## config.mk

```make
export PLATFORM = sky130hd
export DESIGN_NAME = lifo_stack_flat
export DESIGN_NICKNAME = d
export VERILOG_FILES = /design/src/rtl/lifo_stack_if.sv /design/src/rtl/lifo_stack.sv /design/src/flat_wrapper.sv
export SDC_FILE = /design/constraint.sdc
export NUM_CORES = 1
export LEC_CHECK = 0
export ABC_AREA = 1
export ABC_CLOCK_PERIOD_IN_PS = 5100
export CAP_MARGIN = 10
export CORE_AREA = 4 4 117 174
export CTS_BUF_LIST = sky130_fd_sc_hd__clkbuf_2 sky130_fd_sc_hd__clkbuf_4 sky130_fd_sc_hd__clkbuf_8
export CTS_CLUSTER_DIAMETER = 80
export DETAILED_ROUTE_END_ITERATION = 7
export DIE_AREA = 0 0 121 178
export DONT_BUFFER_PORTS = 1
export PLACE_DENSITY = 0.49
export SYNTH_ARGS = -nofsm -noshare
export SYNTH_HDL_FRONTEND = slang
export SYNTH_SLANG_ARGS = --single-unit
```

## constraint.sdc

```tcl
create_clock -name clk -period 5.1 [get_ports clk]
set_input_delay 1.275 -clock clk [delete_from_list [all_inputs] [get_ports clk]]
set_output_delay 1.275 -clock clk [all_outputs]
set_load 0.01 [all_outputs]
```

## src/rtl/lifo_stack_if.sv

```systemverilog
// rtl/lifo_stack_if.sv - push/pop/data/status bundle for lifo_stack
//
// Ports (master = stack user, slave = lifo_stack):
//   push, pop, din                       user -> stack requests and write data
//   dout, empty, full, count             stack -> user top-of-stack and occupancy
//   overflow, underflow                  stack -> user one-cycle rejection pulses
//   hwm_clr / hwm                        high-water-mark clear and value
//                                        (present only with LIFO_STACK_HWM_EN)
interface lifo_stack_if #(
  parameter int WIDTH = 8,
  parameter int DEPTH = 16
);
  localparam int CW = $clog2(DEPTH + 1);

  logic             push;
  logic             pop;
  logic [WIDTH-1:0] din;
  logic [WIDTH-1:0] dout;
  logic             empty;
  logic             full;
  logic [CW-1:0]    count;
  logic             overflow;
  logic             underflow;
`ifdef LIFO_STACK_HWM_EN
  logic             hwm_clr;
  logic [CW-1:0]    hwm;
`endif

  modport master (
    output push, pop, din,
`ifdef LIFO_STACK_HWM_EN
    output hwm_clr,
    input  hwm,
`endif
    input  dout, empty, full, count, overflow, underflow
  );

  modport slave (
    input  push, pop, din,
`ifdef LIFO_STACK_HWM_EN
    input  hwm_clr,
    output hwm,
`endif
    output dout, empty, full, count, overflow, underflow
  );
endinterface

```

## src/rtl/lifo_stack.sv

```systemverilog
// rtl/lifo_stack.sv - parametrised register-file LIFO stack with replace-top
//
// Ports:
//   clk   rising-edge clock
//   rst   synchronous active-high reset
//   bus   lifo_stack_if.slave: push/pop/din in; dout (registered top, 0 when
//         empty), empty, full, count, overflow/underflow pulses out
// Optional: define LIFO_STACK_HWM_EN to add the high-water mark (bus.hwm,
//           bus.hwm_clr).
module lifo_stack #(
  parameter int WIDTH = 8,
  parameter int DEPTH = 16
) (
  input logic         clk,
  input logic         rst,
  lifo_stack_if.slave bus
);
  localparam int CW = $clog2(DEPTH + 1);
  localparam int AW = $clog2(DEPTH);
  localparam logic [CW-1:0] ONE   = CW'(1);
  localparam logic [CW-1:0] TWO   = CW'(2);
  localparam logic [CW-1:0] CDEPTH = CW'(DEPTH);

  logic [WIDTH-1:0] mem [DEPTH];
  logic [CW-1:0]    count_q;
  logic [WIDTH-1:0] dout_q;
  logic             overflow_q;
  logic             underflow_q;

  logic             is_empty;
  logic             is_full;
  logic             do_write;
  logic [CW-1:0]    wr_ptr;
  logic [CW-1:0]    rd_ptr;

  assign is_empty = (count_q == '0);
  assign is_full  = (count_q == CDEPTH);

  // Replace-top overwrites the current top slot; a plain push (or push+pop
  // on an empty stack, where count is 0) writes the next free slot.
  assign wr_ptr   = (bus.pop && !is_empty) ? count_q - ONE : count_q;
  // Entry below the current top, which becomes the new top after a pop.
  assign rd_ptr   = count_q - TWO;
  assign do_write = bus.push && (bus.pop || !is_full);

  // Storage carries no reset; contents past count are don't-care.
  always_ff @(posedge clk) begin
    if (!rst && do_write) begin
      mem[wr_ptr[AW-1:0]] <= bus.din;
    end
  end

  always_ff @(posedge clk) begin
    if (rst) begin
      count_q     <= '0;
      dout_q      <= '0;
      overflow_q  <= 1'b0;
      underflow_q <= 1'b0;
    end else begin
      overflow_q  <= 1'b0;
      underflow_q <= 1'b0;
      case ({bus.push, bus.pop})
        2'b10: begin
          if (is_full) begin
            overflow_q <= 1'b1;
          end else begin
            count_q <= count_q + ONE;
            dout_q  <= bus.din;
          end
        end
        2'b01: begin
          if (is_empty) begin
            underflow_q <= 1'b1;
          end else begin
            count_q <= count_q - ONE;
            dout_q  <= (count_q >= TWO) ? mem[rd_ptr[AW-1:0]] : '0;
          end
        end
        2'b11: begin
          // On empty this degenerates to a push; otherwise count holds.
          if (is_empty) begin
            count_q <= ONE;
          end
          dout_q <= bus.din;
        end
        default: ;
      endcase
    end
  end

`ifdef LIFO_STACK_HWM_EN
  logic [CW-1:0] hwm_q;

  // Tracks the registered count, so a new maximum appears one cycle later.
  always_ff @(posedge clk) begin
    if (rst) begin
      hwm_q <= '0;
    end else if (bus.hwm_clr) begin
      hwm_q <= count_q;
    end else if (count_q > hwm_q) begin
      hwm_q <= count_q;
    end
  end

  assign bus.hwm = hwm_q;
`endif

  assign bus.dout      = dout_q;
  assign bus.count     = count_q;
  assign bus.empty     = is_empty;
  assign bus.full      = is_full;
  assign bus.overflow  = overflow_q;
  assign bus.underflow = underflow_q;
endmodule
```

## src/flat_wrapper.sv

```systemverilog
// flat-port wrapper written by rule: the top's interface ports become plain ports
module lifo_stack_flat 
#(
  parameter int WIDTH = 8,
  parameter int DEPTH = 16
)
  (clk, rst, bus_push, bus_pop, bus_din, bus_dout, bus_empty, bus_full, bus_count, bus_overflow, bus_underflow);
  lifo_stack_if #(.WIDTH(WIDTH), .DEPTH(DEPTH)) bus_i ();
  input logic clk;
  input logic rst;
  input wire logic [$bits(bus_i.push)-1:0] bus_push;
  input wire logic [$bits(bus_i.pop)-1:0] bus_pop;
  input wire logic [$bits(bus_i.din)-1:0] bus_din;
  output wire logic [$bits(bus_i.dout)-1:0] bus_dout;
  output wire logic [$bits(bus_i.empty)-1:0] bus_empty;
  output wire logic [$bits(bus_i.full)-1:0] bus_full;
  output wire logic [$bits(bus_i.count)-1:0] bus_count;
  output wire logic [$bits(bus_i.overflow)-1:0] bus_overflow;
  output wire logic [$bits(bus_i.underflow)-1:0] bus_underflow;
  assign bus_i.push = bus_push;
  assign bus_i.pop = bus_pop;
  assign bus_i.din = bus_din;
  assign bus_dout = bus_i.dout;
  assign bus_empty = bus_i.empty;
  assign bus_full = bus_i.full;
  assign bus_count = bus_i.count;
  assign bus_overflow = bus_i.overflow;
  assign bus_underflow = bus_i.underflow;
  lifo_stack #(.WIDTH(WIDTH), .DEPTH(DEPTH)) u_core (.clk(clk), .rst(rst), .bus(bus_i));
endmodule
```

==> impl_metrics.yaml <==
min_path:
  whs_path_depth: 2
  hold-path-endpoint: "u_core.bus.dout[1]"
  worst_hold_path_type: "flop to flop"
  min-delay-start: "u_core.bus.dout[1]"
synthesis:
  synthXorXnorAreaFrac: 0.00673
  synth_area_per_cell_um2: 9.65
  synth_top_family_by_area: "simple AND/OR/NAND/NOR gates"
  synth-seq-area-share: 0.637
  yosys_most_used_dff: "edfxtp_1"
  syn_area_mm2: 0.00650
  yosysWarnings: 0
  synth.net_count: 693
  synth_compound_area_frac: 0.0356
  yosys.area.top_type_share: 0.591
  async_flop_share: 0
  yosys.area_share.simple: 0.218
  ys_seq_elements: 143
  muxShareOfSynthArea: 0
  synth_cells: 674
  synth_edf_count: 128
  synth.distinct_cells: 30
  yosys-top-cells-area: "edfxtp_1 59%, nand2_1 12%, nand3_1 7.7%"
  synth_fa_ha_area_frac: 0.0135
  synth_top_area_cell: "edfxtp_1"
timing:
  fmax_mhz: 292
  final-setup-viol-count: 0
  fin_crit_ns: 3.42
  relSlewSlack: 0.513
  hold_viol: 0
  worstMarginPinSlew_ns: 0.730
  fin_setup_tns_ns: 0
  period_share: 0.671
  rsz0062_at_grt: "no"
  slew_viol_final: 0
  fin_ws_ns: 1.68
  finClkSkew_ns: 0.0112
clocking:
  cts.path.max_buffers: 2
  cts.root.buffer_cell: "clkbuf_8"
  cts_tree: "done"
  cts_setup_buffers: 0
  cts_resized: 0
  htree_levels: 4
  cts_inserted_buffers: 17
  hold_buffers: 0
  clkSinkCount: 143
  clock_latency_ns: 0.43
  clk_pin_slew_ns: 0.08
finish:
  final_cell_count_no_fill: 934
  utilization: 0.378
  multi_input_area_mm2: 0.00178
  fill_cells: 1895
  final_layout_size_suffix_gt1_frac: 0.0660
  layout.nets: 688
  mostFrequentLayoutCells: "203 x nand2_1, 128 x edfxtp_1, 111 x inv_1"
  syn2layout_area_growth_pct: 8.62
  layout_commonest_cell: "nand2_1"
  antenna_cells: 0
  seqCellArea_mm2: 0.00415
detailed_routing:
  drtIter0Drc: 254
  num_vias: 4407
  ant_nets: 0
  drc: 0
  vias_per_cell: 4.72
  wire_per_inst_um: 17.5
  first_pass_iters: 5
  drt-total-wl_um: 16300
setup_path:
  arrival_ns: 2.14
  path_cells: "buf_4 -> clkinv_1 -> ha_1 -> nand3_1 -> inv_1"
  critPathKind: "flop to output port"
  max_stage_delay_ns: 0.43
  worst_ep_required_time_ns: 3.83
  cp-end-kind: "output port"
  r2r-end: "u_core.mem[11][7]"
  reg2regPathDepth: 8
  ff2ff_setup_slack_ns: 1.79
  cp_slowest_cell: "clkinv_1"
  cp_max_fo: 38
  cp-start-kind: "flop"
  r2r_start: "u_core.bus.count[1]"
pwr:
  fin_total_pwr_mw: 2.99
  leakage_nw: 2.92
  peakVddDrop_mv: 0.166
  power_density_mw_per_mm2: 424
placed_design:
  dp.cells: 902
  portBuffers: 0
  globalplace.congestion: 0.897
  preCtsSetupSlack_ns: 1.81
  hpwlAfterDp_um: 11000
die:
  num_io_pins: 29
  die-area_mm2: 0.0215
  die_y_um: 178
  core_mm2: 0.0187
  dieWidth_um: 121
  start_util: 0.348
  num_rows: 61
grt:
  grt_max_degree: 70
  grt_pass1_vias: 4580
  track_usage: 0.159
  grt_pass1_wl_um: 25300
  gr-total-overflow: 0
  grt_antenna_before_repair: 0
status:
  outcome: "finished, final reports clean"
job:
  drv_cap: 0
## per-layer routing
metal  vias to the layer above  global-route usage  share of wire
met5                         -                   0              0
met4                         0              0.0827          0.043
met3                        33              0.0308          0.045
met2                       125               0.280           0.52
met1                      2082               0.181           0.40
li1                       2167                   -              -
## power by group
part           leakage [nW]  internal (mW)  switching [mW]
registers              1.28           1.34          0.0385
logic                  1.47          0.222           0.573
clock network         0.172          0.381           0.434
## synthesized netlist by cell type, types with 2 or more instances
library cell	number
xor2_1	3
ha_1	7
nand2_1	203
nand3_1	100
xnor2_1	2
clkbuf_1	6
inv_2	4
nor2_4	2
dfxtp_1	15
buf_4	2
buf_1	2
nor2_1	22
a21oi_1	20
edfxtp_1	128
nor3_1	2
buf_2	17
o21ai_0	16
inv_1	111
## state kept, by name, indices dropped and copies added (netlist names)
signal,cells
u_core.bus.count,5
u_core.bus.dout,8
u_core.bus.overflow,1
u_core.bus.underflow,1
u_core.mem,128
## stage by stage
step | cell area [um2] | hold WS, ns
3_5_place_dp | 6710 | 0.595
5_1_grt | 7060 | 0.633
4_1_cts | 7060 | 0.616
3_3_place_gp | 6710 | 0.596
6_report | 7060 | 0.607
2_1_floorplan | 6500 | 0.555
## layout make-up
type,count,area share
Clock buffer,17,0.0331
Tap cell,252,0.0446
Timing Repair Buffer,4,0.00425
Inverter,116,0.0616
Sequential cell,143,0.587
Clock inverter,15,0.0172
Multi-Input combinational cell,387,0.252
## worst max path at each step
stage	start	end	slack, ns
after global placement	u_core.bus.count[1]	u_core.mem[13][0]	1.90
after CTS	u_core.bus.count[1]	bus_full	1.67
after detailed placement	u_core.bus.count[1]	u_core.mem[11][3]	1.81
final	u_core.bus.count[1]	bus_full	1.68
after floorplan	u_core.bus.count[1]	bus_full	2.48
after global routing	u_core.bus.count[1]	u_core.mem[13][7]	1.49
## cell families (layout without fill, tap and decap cells)
family,after synthesis,count (layout)
simple gates,333,333
buf+inv,144,152
flops,143,143
compound gates,42,42
fa+ha+maj,7,7
xor+xnor,5,5
## critical path: cells and delay by family (launching register included)
kind,cells,cell delay (ns)
flops,1,0.31
simple gates,1,0.11
buf+inv,3,0.90
fa+ha+maj,1,0.37
No activity file was read; power rests on OpenSTA's default activity.
